$ cat config.mk
export PLATFORM = sky130hd
export DESIGN_NAME = cache_req_master
export DESIGN_NICKNAME = d
export VERILOG_FILES = /design/src/rtl/cache_req_master.sv
export SDC_FILE = /design/constraint.sdc
export NUM_CORES = 1
export LEC_CHECK = 0
export CAP_MARGIN = 5
export CORE_MARGIN = 2
export CORE_UTILIZATION = 57
export CTS_CLUSTER_DIAMETER = 60
export DETAILED_ROUTE_END_ITERATION = 10
export DONT_BUFFER_PORTS = 1
export PLACE_DENSITY = 0.75
export SKIP_CTS_REPAIR_TIMING = 1
export SLEW_MARGIN = 20
export SYNTH_ARGS = -nofsm -noshare
export SYNTH_HDL_FRONTEND = slang
export SYNTH_SLANG_ARGS = --single-unit
$ cat constraint.sdc
create_clock -name clk -period 2.3 [get_ports clk]
set_input_delay 0.345 -clock clk [delete_from_list [all_inputs] [get_ports clk]]
set_output_delay 0.345 -clock clk [all_outputs]
set_load 0.1 [all_outputs]
$ cat src/rtl/cache_req_master.sv
// Requester side of the tag-lookup cache controller: splits CPU addresses,
// runs one index/tag lookup at a time and returns hit/way with statistics.
module cache_req_master #(
   parameter int addr_width   = 32,
   parameter int offset_width = 6,
   parameter int index_width  = 10,
   parameter int tag_width    = 16,
   parameter int cnt_width    = 16
) (
   input  logic                   clk,
   input  logic                   rst_n,
   input  logic [addr_width-1:0]  req_addr,
   input  logic                   req_valid,
   output logic                   req_ready,
   output logic                   rsp_hit,
   output logic [1:0]             rsp_col,
   output logic [index_width-1:0] rsp_index,
   output logic                   rsp_valid,
   input  logic                   rsp_ready,
   output logic [index_width-1:0] c_index,
   output logic [tag_width-1:0]   c_tag,
   output logic                   c_it_valid,
   input  logic                   c_it_ready,
   input  logic                   c_hit_miss,
   input  logic [1:0]             c_col,
   input  logic                   c_hm_valid,
   output logic                   c_hm_ready,
   input  logic                   clr_stats,
   output logic [cnt_width-1:0]   hit_cnt,
   output logic [cnt_width-1:0]   miss_cnt,
   output logic                   proto_err,
   output logic                   busy
);

   typedef enum logic [1:0] {
      IDLE,
      ISSUE,
      WAIT,
      RESP
   } state_t;

   state_t                 state;
   logic [index_width-1:0] idx_q;
   logic [tag_width-1:0]   tag_q;
   logic                   hm_hs;

   assign hm_hs = c_hm_valid && (state == WAIT);

   // Handshake strobes are gated by rst_n so they drop the instant reset asserts.
   assign req_ready  = rst_n && (state == IDLE);
   assign c_it_valid = rst_n && (state == ISSUE);
   assign c_hm_ready = rst_n && (state == WAIT);
   assign rsp_valid  = rst_n && (state == RESP);
   assign busy       = (state != IDLE);
   assign c_index    = idx_q;
   assign c_tag      = tag_q;

   always_ff @(posedge clk or negedge rst_n) begin
      if (!rst_n) begin
         state     <= IDLE;
         idx_q     <= '0;
         tag_q     <= '0;
         rsp_hit   <= 1'b0;
         rsp_col   <= 2'b00;
         rsp_index <= '0;
      end else begin
         unique case (state)
            IDLE: begin
               if (req_valid) begin
                  tag_q <= req_addr[addr_width-1 -: tag_width];
                  idx_q <= req_addr[offset_width +: index_width];
                  state <= ISSUE;
               end
            end
            ISSUE: begin
               if (c_it_ready) state <= WAIT;
            end
            WAIT: begin
               if (c_hm_valid) begin
                  rsp_hit   <= c_hit_miss;
                  rsp_col   <= c_hit_miss ? c_col : 2'b00;
                  rsp_index <= idx_q;
                  state     <= RESP;
               end
            end
            RESP: begin
               if (rsp_ready) state <= IDLE;
            end
            default: state <= IDLE;
         endcase
      end
   end

   // Clear wins over a same-cycle count or error; counters stick at all-ones.
   always_ff @(posedge clk or negedge rst_n) begin
      if (!rst_n) begin
         hit_cnt   <= '0;
         miss_cnt  <= '0;
         proto_err <= 1'b0;
      end else if (clr_stats) begin
         hit_cnt   <= '0;
         miss_cnt  <= '0;
         proto_err <= 1'b0;
      end else begin
         if (hm_hs && c_hit_miss && (hit_cnt != '1))
            hit_cnt <= hit_cnt + cnt_width'(1);
         if (hm_hs && !c_hit_miss && (miss_cnt != '1))
            miss_cnt <= miss_cnt + cnt_width'(1);
         if (c_hm_valid && (state != WAIT))
            proto_err <= 1'b1;
      end
   end

endmodule

# After elaboration in Yosys (flattened, before gate mapping)

Cells that the tools add are included.

Flip-flop bits (word level): 74
Input port bits: 42
Output and inout bits: 77
Word-level logic and storage cells: 52

$add $sub $neg: 2
Eq/ne operators: 10
Mux-type cells: 12
Reductions and logical operators: 19

Operators with widths:

| cell                                                             | count |
|---|---|
| 16-bit two-way mux                                               | 4 |
| 16-bit by 1-bit adder with 16-bit output (second input constant) | 2 |
| 16-bit inequality test (second input constant)                   | 2 |
| 1-bit logical AND                                                | 10 |
| 2-bit two-way mux                                                | 5 |
| 2-bit inequality test (second input constant)                    | 5 |
| 2-bit case mux with 4 select lines                               | 1 |
| 2-bit nonzero test                                               | 4 |
| 2-bit == test (second input constant)                            | 2 |
| 2-bit AND reduction                                              | 2 |
| 4-bit AND reduction                                              | 1 |
| 2-bit by 1-bit == test with 1-bit output (second input constant) | 1 |
| 2-bit zero test                                                  | 1 |
| 1-bit two-way mux                                                | 2 |
| 1-bit zero test                                                  | 1 |

# Logic depth before layout (Yosys ltp)

Gate-level depths: netlist of the first run.

Depth after elaboration: 6
Gate-level depth with buffers: 7
Mapped depth without buffers: 6

# Least setup slack after synthesis of the first run

OpenSTA, ideal clock, no wires.

Path type: reg2reg
Start: register hit_cnt[6]
End: register hit_cnt[15]
Library setup time: 0.125 ns
Data arrival time: 2.482 ns
Required time: 2.175 ns
Path slack: -0.307 ns
Stages on the path, launching flop included: 5
Buffers on the path: 0
Period minus slack after synthesis: 2.607 ns
Cells stage by stage: dfrtp_1 -> nand4_2 -> or4_4 -> nor4_1 -> mux2_2

Cells in the longest elaborated chain, start to end: 3
Elaborated cells on any way between the ends: 6
Those cells by class: add/sub: 1; eq/ne: 1; mux: 2; reduce/logical: 2

Ends and longest elaborated chain:

| element                                                                            | line     | source |
|---|---|---|
| from (decl)                                                                        | 29       | `output logic [cnt_width-1:0] hit_cnt,` |
| from (signal assigned)                                                             | 106      | `hit_cnt <= hit_cnt + cnt_width'(1);` |
| 16-bit by 1-bit adder with 16-bit output or 16-bit inequality test (tied branches) | 106, 105 |  |
| 16-bit two-way mux or 1-bit logical AND (tied branches)                            | 105      | `if (hm_hs && c_hit_miss && (hit_cnt != '1))` |
| 16-bit two-way mux or 2-bit nonzero test (tied branches)                           | -        |  |

Parallel ways exist; a longest one is shown, timed or not. The select of a mux whose other input is x is not followed.
A chain may end at the register's enable or synchronous reset.

# Worst setup path in the final report of the first run

Start: register state[0]
End: register hit_cnt[15]

Cells in the longest elaborated chain, start to end: 5

Ends and longest elaborated chain:

| element                             | line | source |
|---|---|---|
| from (decl)                         | 42   | `state_t state;` |
| from (signal assigned)              | 60   | `state <= IDLE;` |
| from (signal assigned)              | 72   | `state <= ISSUE;` |
| from (signal assigned)              | 76   | `if (c_it_ready) state <= WAIT;` |
| 2-bit == test                       | 47   | `assign hm_hs = c_hm_valid && (state == WAIT);` |
| 1-bit logical AND                   | 47   |  |
| 1-bit logical AND (2 in a row)      | 105  |  |
| 2-bit nonzero test (no source line) | -    |  |

Every way passes these cells.

==> results of run 1 <==
path summary, 6_finish.rpt:
| kind | endpoint | slack, ns | cells past startpoint |
|---|---|---|---|
| setup / recovery | hit_cnt[15]$_DFFE_PN0P_ | 0.15 | 6 |
| hold / removal | miss_cnt[13]$_DFFE_PN0P_ | 0.07 | 1 |
| setup reg to reg | hit_cnt[15]$_DFFE_PN0P_ | 0.15 | 6 |
| hold reg to reg | hit_cnt[11]$_DFFE_PN0P_ | 0.58 | 2 |
| max in group asynchronous | hit_cnt[8]$_DFFE_PN0P_ | 1.44 | 2 |
| min in group asynchronous | miss_cnt[13]$_DFFE_PN0P_ | 0.53 | 2 |
sequential cells by signal, summed over array words and instances, names as in the netlist:
signal,count
rsp_hit,1
proto_err,1
c_index,10
rsp_index,10
state,2
hit_cnt,16
rsp_col,2
miss_cnt,16
c_tag,16
per-stage QoR:
stage                     cell area [um2]  hold slack (ns)  worst slack (ns)  instances  utilization
after global placement               3960           0.0510             0.191        428        0.669
after floorplan                      3550           0.0494            0.0102        315            -
after detailed placement             3960           0.0510             0.151        428        0.669
after global routing                 4170           0.0514           0.00305        446        0.705
final                                4170           0.0662             0.145        446        0.705
after CTS                            4140           -0.321             0.139        444        0.698
cell type report:
type / count / area [um2] / share of cell area
timing repair buffer: 51 / 405 / 0.0972
clock buffer: 11 / 141 / 0.0339
tap: 75 / 93.8 / 0.0225
sequential: 74 / 1890 / 0.452
clock inverter: 5 / 30.0 / 0.00720
inverter: 11 / 41.3 / 0.00990
multi-input combinational: 219 / 1580 / 0.378
worst register-to-register path, cell delays in order, from the launching register on:
cell and delay (ns):
dfrtp_1 0.41, inv_1 0.09, ha_1 0.18, nand3_2 0.09, or4_4 0.59, nor4_1 0.31, mux2_2 0.38
placed cells by master (no fill, tap or decap), types with 10 or more instances in the layout:
cell type | Yosys | layout
a21oi_1 | 20 | 20
buf_4 | 0 | 49
clkbuf_8 | 0 | 10
dfrtp_1 | 74 | 47
dfrtp_2 | 0 | 27
inv_1 | 11 | 11
mux2_2 | 44 | 44
nand2_1 | 16 | 16
nand3_1 | 12 | 12
nor2_1 | 13 | 13
nor2b_1 | 10 | 10
o21ai_0 | 16 | 16
or3_1 | 11 | 11
cell families after synthesis:
family	synth area share
fa+ha+maj	0.0285
mux	0.147
xor+xnor	0.00249
buf+inv	0.0242
simple gates	0.185
flops	0.527
compound gates	0.0855
routing by layer:
layer,vias to the layer above,wire [um]
li1,1258,-
met1,1305,3160
met2,99,3650
met3,10,611
met4,0,107
met5,-,0
==> impl_metrics.env, run 1 <==
export IMPL_timing_final_hold_violations=0
export IMPL_met1_usage=0.278
export IMPL_synth_common_cells="dfrtp_1 (74), mux2_2 (44), a21oi_1 (20), nand2_1 (16), o21ai_0 (16)"
export IMPL_cp_max_fo=6
export IMPL_crit_arrival_ns=2.38
export IMPL_startpoint_type="flop"
export IMPL_num_rows=28
export IMPL_finalSetupViolCount=0
export IMPL_grt_use_met3=0.0696
export IMPL_cts_buffer_depth=2
export IMPL_crit_path_end_kind="flop"
export IMPL_pin_count=119
export IMPL_htree_num_levels=3
export IMPL_synth_most_common_cell="dfrtp_1"
export IMPL_critPathTopFamily="simple AND/OR/NAND/NOR gates"
export IMPL_synth_edf_count=0
export IMPL_core_area_um2=5920
export IMPL_path_buf_inv=1
export IMPL_min_delay_start="clr_stats"
export IMPL_met2_usage=0.360
export IMPL_place_gp_congestion=0.738
export IMPL_drt_initial_drc_count=86
export IMPL_fmax_ghz=0.464
export IMPL_grt_pass1_wl_mm=11.5
export IMPL_vias=2672
export IMPL_initial_utilization=0.593
export IMPL_slew_headroom=0.378
export IMPL_dr_pass1_iters=4
export IMPL_synth_fp_nets=365
export IMPL_period_needed_ns=2.15
export IMPL_grt_antenna_before_repair=0
export IMPL_io_buffer_count=0
export IMPL_worst_setup_path_type="reg2reg"
export IMPL_postRouteAntennaNets=0
export IMPL_cap_violations=0
export IMPL_drc_errors=0
export IMPL_syn2layout_area_growth_pct=18.8
export IMPL_synth_top_cells_by_area="dfrtp_1 (53%), mux2_2 (14%), a21oi_1 (2.9%), ha_1 (2.9%), o21ai_0 (2.3%)"
export IMPL_yosys_area_top_type_share=0.527
export IMPL_cp_cell_sequence="inv_1 -> ha_1 -> nand3_2 -> or4_4 -> nor4_1 -> mux2_2"
export IMPL_vias_per_cell=5.99
export IMPL_grt_max_degree=79
export IMPL_syn_inst=315
export IMPL_synthArstFlopShare=1.00
export IMPL_cts_buffers=9
export IMPL_yosysTopAreaCell="dfrtp_1"
export IMPL_fillers=454
export IMPL_tightest_slew_ns=0.933
export IMPL_fin_crit_sh=0.937
export IMPL_synth_top_flop_cell="dfrtp_1"
export IMPL_wl_mm=7.53
export IMPL_status="complete, no violations"
export IMPL_top_usage_layer="met2"
export IMPL_maxSlewViolCount=0
export IMPL_yosysWarnings=0
export IMPL_setup_tns_ns=0
export IMPL_cts_tree="yes"
export IMPL_insertion_delay_ns=0.34
export IMPL_skew_ns=0.00772
export IMPL_reg2reg_from="state[0]$_DFFE_PN0P_"
export IMPL_dp_hpwl_mm=5.18
export IMPL_die_h_um=82.5
export IMPL_die_area_um2=6810
export IMPL_synth_cell_types=35
export IMPL_synth_area_per_cell_um2=11.1
export IMPL_yosysSeqAreaShare=0.527
export IMPL_rsz0062_at_grt="no"
export IMPL_cp_slowest_cell="or4_4"
export IMPL_grt_usage=0.222
export IMPL_cts_root_buf="clkbuf_8"
export IMPL_clkTransAtPathRegs_ns=0.08
export IMPL_crit_start="state[0]$_DFFE_PN0P_"
export IMPL_synth_area_um2=3510
export IMPL_ys_ff_latch=74
export IMPL_fin_nets=416
export IMPL_hp_class="in2reg"
export IMPL_wl_per_cell_um=16.9
export IMPL_die_x_um=82.5
export IMPL_cpPeakStageDelay_ns=0.59
export IMPL_worstPathRequired_ns=2.53
export IMPL_cts_sinks=74
export IMPL_grt_pass1_vias=2523
export IMPL_drive_gt1_frac=0.383
export IMPL_antennaDiodeCount=0
export IMPL_grt_overflow=0
Power of run 1 is left out: the tool's default activity adds up to more than one toggle a clock period on the data nets, which glitch-free logic cannot reach.
==> run 2, diff against run 1 <==
SETUP_SLACK_MARGIN = 0.5   (was not set)
==> run 2 against run 1 <==
Net effect: the flow now finishes with violations (negative hold slack); global-route usage increased by 0.79 points; worst hold slack got worse by 0.38 ns; flip-flop and latch count unchanged; highest routed layer unchanged.
==> impl_metrics.env, run 2 (same netlist as run 1, synthesis figures left out) <==
export IMPL_drive_gt1_frac=0.529
export IMPL_grt_antenna_before_repair=0
export IMPL_dr_pass1_iters=4
export IMPL_fin_nets=427
export IMPL_cts_tree="yes"
export IMPL_p_leak_nw=1.87
export IMPL_fmax_ghz=0.514
export IMPL_vias_per_cell=5.96
export IMPL_final_cell_mix="buf_4 (52), dfrtp_1 (41), mux2_2 (40)"
export IMPL_drc_errors=0
export IMPL_insertion_delay_ns=0.34
export IMPL_place_gp_congestion=0.748
export IMPL_crit_path_end_kind="flop"
export IMPL_wl_mm=8.32
export IMPL_pin_count=119
export IMPL_cp_max_fo=7
export IMPL_antennaDiodeCount=0
export IMPL_vias=2726
export IMPL_timing_final_hold_violations=74
export IMPL_cpPeakStageDelay_ns=0.45
export IMPL_cts_sinks=74
export IMPL_die_x_um=82.5
export IMPL_die_h_um=82.5
export IMPL_core_area_um2=5920
export IMPL_clkTransAtPathRegs_ns=0.08
export IMPL_wl_per_cell_um=18.2
export IMPL_initial_utilization=0.593
export IMPL_grt_pass1_wl_mm=11.8
export IMPL_startpoint_type="flop"
export IMPL_cp_slowest_cell="dfrtp_4"
export IMPL_status="complete, but fails checks"
export IMPL_die_area_um2=6810
export IMPL_io_buffer_count=0
export IMPL_utilization=0.789
export IMPL_cts_buffer_depth=2
export IMPL_finalSetupViolCount=0
export IMPL_period_needed_ns=1.94
export IMPL_num_rows=28
export IMPL_layout_commonest_cell="buf_4"
export IMPL_syn2layout_area_growth_pct=33.1
export IMPL_worstPathRequired_ns=2.53
export IMPL_hold_slack_ns=-0.310
export IMPL_grt_max_degree=79
export IMPL_slew_headroom=0.372
export IMPL_vdd_drop_max_mv=1.72
export IMPL_violations="negative hold slack"
export IMPL_grt_usage=0.230
export IMPL_cap_violations=0
export IMPL_drt_initial_drc_count=189
export IMPL_grt_overflow=0
export IMPL_maxSlewViolCount=0
export IMPL_crit_arrival_ns=2.18
export IMPL_postRouteAntennaNets=0
export IMPL_power_density_nw_per_um2=1450
export IMPL_cp_cell_sequence="ha_4 -> nand4_1 -> or2_4 -> nor4_2 -> mux2_2"
export IMPL_skew_ns=0.00626
export IMPL_rsz0062_at_grt="yes"
export IMPL_tightest_slew_ns=0.942
export IMPL_hp_class="in2async"
export IMPL_fin_crit_sh=0.845
export IMPL_setup_tns_ns=0
export IMPL_htree_num_levels=3
export IMPL_worst_setup_path_type="reg2reg"
export IMPL_cts_root_buf="clkbuf_8"
export IMPL_grt_pass1_vias=2548
export IMPL_dp_hpwl_mm=5.30
export IMPL_cts_buffers=9
-- run 2: cell types whose count changed in the layout (fill, tap and decap cells not counted), moves of 6 or more --
| cell | previous run | this run |
|---|---|---|
| dfrtp_4 | 0 | 29 |
| dfrtp_2 | 27 | 4 |
| a21oi_1 | 20 | 13 |
| a21oi_2 | 0 | 7 |
| nor4_1 | 7 | 0 |
| buf_6 | 0 | 6 |
| dfrtp_1 | 47 | 41 |
-- run 2: final timing paths --
path                                    startpoint                      end  slack, ns  cells past startpoint
setup / recovery            hit_cnt[0]$_DFFE_PN0P_  hit_cnt[14]$_DFFE_PN0P_       0.36                      5
hold / removal                               rst_n   c_index[1]$_DFFE_PN0P_      -0.31                      0
setup reg to reg            hit_cnt[0]$_DFFE_PN0P_  hit_cnt[14]$_DFFE_PN0P_       0.36                      5
hold reg to reg            hit_cnt[11]$_DFFE_PN0P_  hit_cnt[11]$_DFFE_PN0P_       0.60                      2
max in group asynchronous                    rst_n   hit_cnt[3]$_DFFE_PN0P_       2.49                      0
min in group clk                         clr_stats   hit_cnt[5]$_DFFE_PN0P_       0.04                      1
-- run 2: per-stage QoR --
step,power (mW),setup slack [ns],cells,hold WS (ns),area (um2)
6_report,6.77,0.356,457,-0.310,4670
5_1_grt,7.01,0.277,457,-0.340,4670
4_1_cts,6.57,0.237,442,-0.322,4310
3_5_place_dp,5.72,0.307,426,0.0503,4140
3_3_place_gp,5.65,0.312,426,0.0506,4140
2_1_floorplan,5.41,0.262,315,0.0494,3750
-- run 2: cell type report --
type	count	area, um2
tap	75	93.8
fill	361	1250
sequential	74	1970
inverter	11	45.0
clock buffer	10	128
clock inverter	6	35.0
timing repair buffer	62	538
multi-input combinational	219	1870
-- run 2: power by group --
group / internal [mW] / leakage, nW / total (mW) / switching [mW]
combinational: 0.712 / 0.908 / 1.57 / 0.858
clock: 0.384 / 0.0818 / 0.864 / 0.480
sequential: 1.62 / 0.885 / 4.33 / 2.71
total: 2.72 / 1.87 / 6.77 / 4.05
-- run 2: layer usage --
metal,share of wire,vias up,routed length (um),track usage
met1,0.42,1346,3460,0.286
met4,0.012,0,96,0.0820
met2,0.49,92,4100,0.360
met5,0,-,0,0
li1,-,1279,-,-
met3,0.081,9,670,0.0978
-- run 2: critical path: cells and delay by family, from the launching register on --
kind	cells	cell delay, ns
and+or+nand+nor	3	0.87
DFF	1	0.45
muxes	1	0.37
adders and majority gates	1	0.14
Power figures use the tool's default switching activity.
==> run 3, diff against run 2 <==
clock period = 1.6 ns   (was 2.3 ns; I/O delays follow)
==> run 3 against run 2 <==
Net effect: the run now fails in global routing (5_1_grt); synthesized area is the same; synthesized cell count did not move.
==> impl_metrics.env, run 3 <==
export IMPL_status="did not finish"
export IMPL_lastStage="global routing (5_1_grt)"
export IMPL_tool_error="[ERROR DPL-0038] Utilization greater than 100%, impossible to legalize"
export IMPL_synth_top_cells_by_area="dfrtp_1 (53%), mux2_2 (14%), a21oi_1 (2.9%), ha_1 (2.9%), o21ai_0 (2.3%)"
export IMPL_die_h_um=82.5
export IMPL_io_buffer_count=0
export IMPL_yosys_area_top_type_share=0.527
export IMPL_die_x_um=82.5
export IMPL_cts_buffer_depth=2
export IMPL_yosysWarnings=0
export IMPL_pin_count=119
export IMPL_htree_num_levels=3
export IMPL_initial_utilization=0.593
export IMPL_yosysSeqAreaShare=0.527
export IMPL_worst_endpoint_kind="register data pin"
export IMPL_synth_common_cells="dfrtp_1 (74), mux2_2 (44), a21oi_1 (20), nand2_1 (16), o21ai_0 (16)"
export IMPL_synth_area_um2=3510
export IMPL_synthArstFlopShare=1.00
export IMPL_num_rows=28
export IMPL_synth_fp_nets=365
export IMPL_cts_sinks=74
export IMPL_cts_buffers=9
export IMPL_yosysTopAreaCell="dfrtp_1"
export IMPL_synth_edf_count=0
export IMPL_synth_cell_types=35
export IMPL_synth_top_flop_cell="dfrtp_1"
export IMPL_dp_hpwl_mm=5.81
export IMPL_place_gp_congestion=0.808
export IMPL_synth_area_per_cell_um2=11.1
export IMPL_ys_ff_latch=74
export IMPL_syn_inst=315
export IMPL_grt_max_degree=79
export IMPL_synth_most_common_cell="dfrtp_1"
export IMPL_cts_root_buf="clkbuf_8"
export IMPL_worstEndpointGrtRepair="hit_cnt[11]$_DFFE_PN0P_/D"
run 3: stage by stage:
stage	worst slack, ns	util	setup TNS (ns)	instances	area, um2
4_1_cts	-0.292	0.805	-5.11	467	4770
3_5_place_dp	-0.279	0.774	-3.74	451	4580
3_3_place_gp	-0.234	0.774	-2.54	451	4580
2_1_floorplan	-0.438	-	-7.87	315	4060
run 3: cells by family after synthesis:
| logic type | count (synthesis) | synth area share |
|---|---|---|
| buffers and inverters | 22 | 0.0242 |
| adder cells (fa/ha/maj) | 8 | 0.0285 |
| XOR/XNOR | 1 | 0.00249 |
| AO/OA/AOI/OAI | 51 | 0.0855 |
| flip-flops | 74 | 0.527 |
| AND/OR/NAND/NOR | 113 | 0.185 |
| multiplexers | 46 | 0.147 |
==> run 4, diff against run 3 <==
CORE_UTILIZATION = 40   (was 57)
CTS_CLUSTER_DIAMETER = not set   (was 60)
PLACE_DENSITY = not set   (was 0.75)
PLACE_DENSITY_LB_ADDON = 0.15   (was not set)
SETUP_SLACK_MARGIN = not set   (was 0.5)
clock period = 2.1 ns   (was 1.6 ns; I/O delays follow)
==> run 4 against run 3 <==
Net effect: the flow now finishes without violations.
==> impl_metrics.env, run 4 (same netlist as run 1, synthesis figures left out) <==
export IMPL_io_buffer_count=0
export IMPL_cp_slowest_cell="or4_1"
export IMPL_finalSetupViolCount=0
export IMPL_place_area_um2=4100
export IMPL_htree_num_levels=3
export IMPL_period_needed_ns=1.97
export IMPL_fin_nets=424
export IMPL_status="complete, no violations"
export IMPL_grt_antenna_before_repair=0
export IMPL_dr_pass1_iters=4
export IMPL_slew_headroom=0.381
export IMPL_maxSlewViolCount=0
export IMPL_cts_tree="yes"
export IMPL_wl_per_cell_um=16.1
export IMPL_core_area_um2=8640
export IMPL_die_area_um2=9550
export IMPL_dp_hpwl_mm=5.29
export IMPL_cts_buffers=9
export IMPL_fin_crit_sh=0.940
export IMPL_postRouteAntennaNets=0
export IMPL_antennaDiodeCount=0
export IMPL_rsz0062_at_grt="no"
export IMPL_layout_commonest_cell="buf_4"
export IMPL_grt_pass1_vias=2697
export IMPL_final_area_um2=4380
export IMPL_vias_per_cell=5.51
export IMPL_place_gp_congestion=0.729
export IMPL_hp_class="in2reg"
export IMPL_cpPeakStageDelay_ns=0.57
export IMPL_initial_utilization=0.407
export IMPL_grt_usage=0.167
export IMPL_drt_initial_drc_count=101
export IMPL_num_rows=34
export IMPL_drc_errors=0
export IMPL_final_cell_mix="buf_4 (56), mux2_2 (44), dfrtp_1 (42)"
export IMPL_cp_max_fo=7
export IMPL_cts_buffer_depth=2
export IMPL_worst_setup_path_type="reg2reg"
export IMPL_pin_count=119
export IMPL_insertion_delay_ns=0.34
export IMPL_vias=2681
export IMPL_crit_arrival_ns=2.25
export IMPL_clkTransAtPathRegs_ns=0.09
export IMPL_drive_gt1_frac=0.425
export IMPL_skew_ns=0.0133
export IMPL_grt_pass1_wl_mm=13.0
export IMPL_cts_root_buf="clkbuf_8"
export IMPL_startpoint_type="flop"
export IMPL_grt_max_degree=79
export IMPL_cts_sinks=74
export IMPL_fmax_ghz=0.506
export IMPL_cp_cell_sequence="inv_2 -> ha_2 -> buf_4 -> and3b_1 -> nand4_1 -> or4_1 -> a21oi_1"
export IMPL_worstPathRequired_ns=2.37
export IMPL_tightest_slew_ns=0.928
export IMPL_wl_mm=7.86
export IMPL_syn2layout_area_growth_pct=24.6
export IMPL_grt_overflow=0
export IMPL_timing_final_hold_violations=0
export IMPL_die_x_um=97.7
export IMPL_die_h_um=97.7
export IMPL_crit_path_end_kind="flop"
export IMPL_cap_violations=0
[run 4: final cells by class]
type	instances	area [um2]
fillers	819	4260
flip-flops and latches	74	1920
multi-input cells	219	1610
repair buffers	59	468
clock buffers	12	145
well taps	108	135
clock inverters	4	51.3
inverters	11	45.0
[run 4: worst max-delay path: cells and delay by family (launching register included)]
| family | cells | cell delay [ns] |
|---|---|---|
| buffers and inverters | 2 | 0.18 |
| adders and majority gates | 1 | 0.17 |
| AOI/OAI and AO/OA | 1 | 0.15 |
| and+or+nand+nor | 3 | 1.02 |
| DFF | 1 | 0.39 |
[run 4: metrics by stage]
step	utilization	hold slack (ns)	instances	setup WS [ns]	TNS [ns]
global route	0.507	-0.000138	487	0.00785	0
floorplan	-	0.0194	315	-0.0590	-0.0590
finish	0.507	0.0372	487	0.125	0
detailed placement	0.475	0.0210	467	-0.00356	-0.00356
CTS	0.498	-0.365	483	-0.0165	-0.0165
global placement	0.475	0.0210	467	0.0346	0
[run 4: final timing paths]
path / startpoint / end / slack (ns) / cells after the start
setup / recovery: state[0]$_DFFE_PN0P_ / miss_cnt[13]$_DFFE_PN0P_ / 0.13 / 7
hold / removal: clr_stats / hit_cnt[4]$_DFFE_PN0P_ / 0.04 / 1
setup reg to reg: state[0]$_DFFE_PN0P_ / miss_cnt[13]$_DFFE_PN0P_ / 0.13 / 7
hold reg to reg: miss_cnt[10]$_DFFE_PN0P_ / miss_cnt[10]$_DFFE_PN0P_ / 0.59 / 2
max in group asynchronous: rst_n / hit_cnt[0]$_DFFE_PN0P_ / 1.24 / 2
min in group asynchronous: rst_n / miss_cnt[11]$_DFFE_PN0P_ / 0.52 / 2
[run 4: metal layers]
metal / wire length [um] / vias to the layer above / GRT usage
met2: 3500 / 84 / 0.255
met3: 620 / 14 / 0.0647
li1: - / 1276 / -
met5: 0 / - / 0
met1: 3600 / 1307 / 0.217
met4: 135 / 0 / 0.0598
Power of run 4 is left out for the same reason.
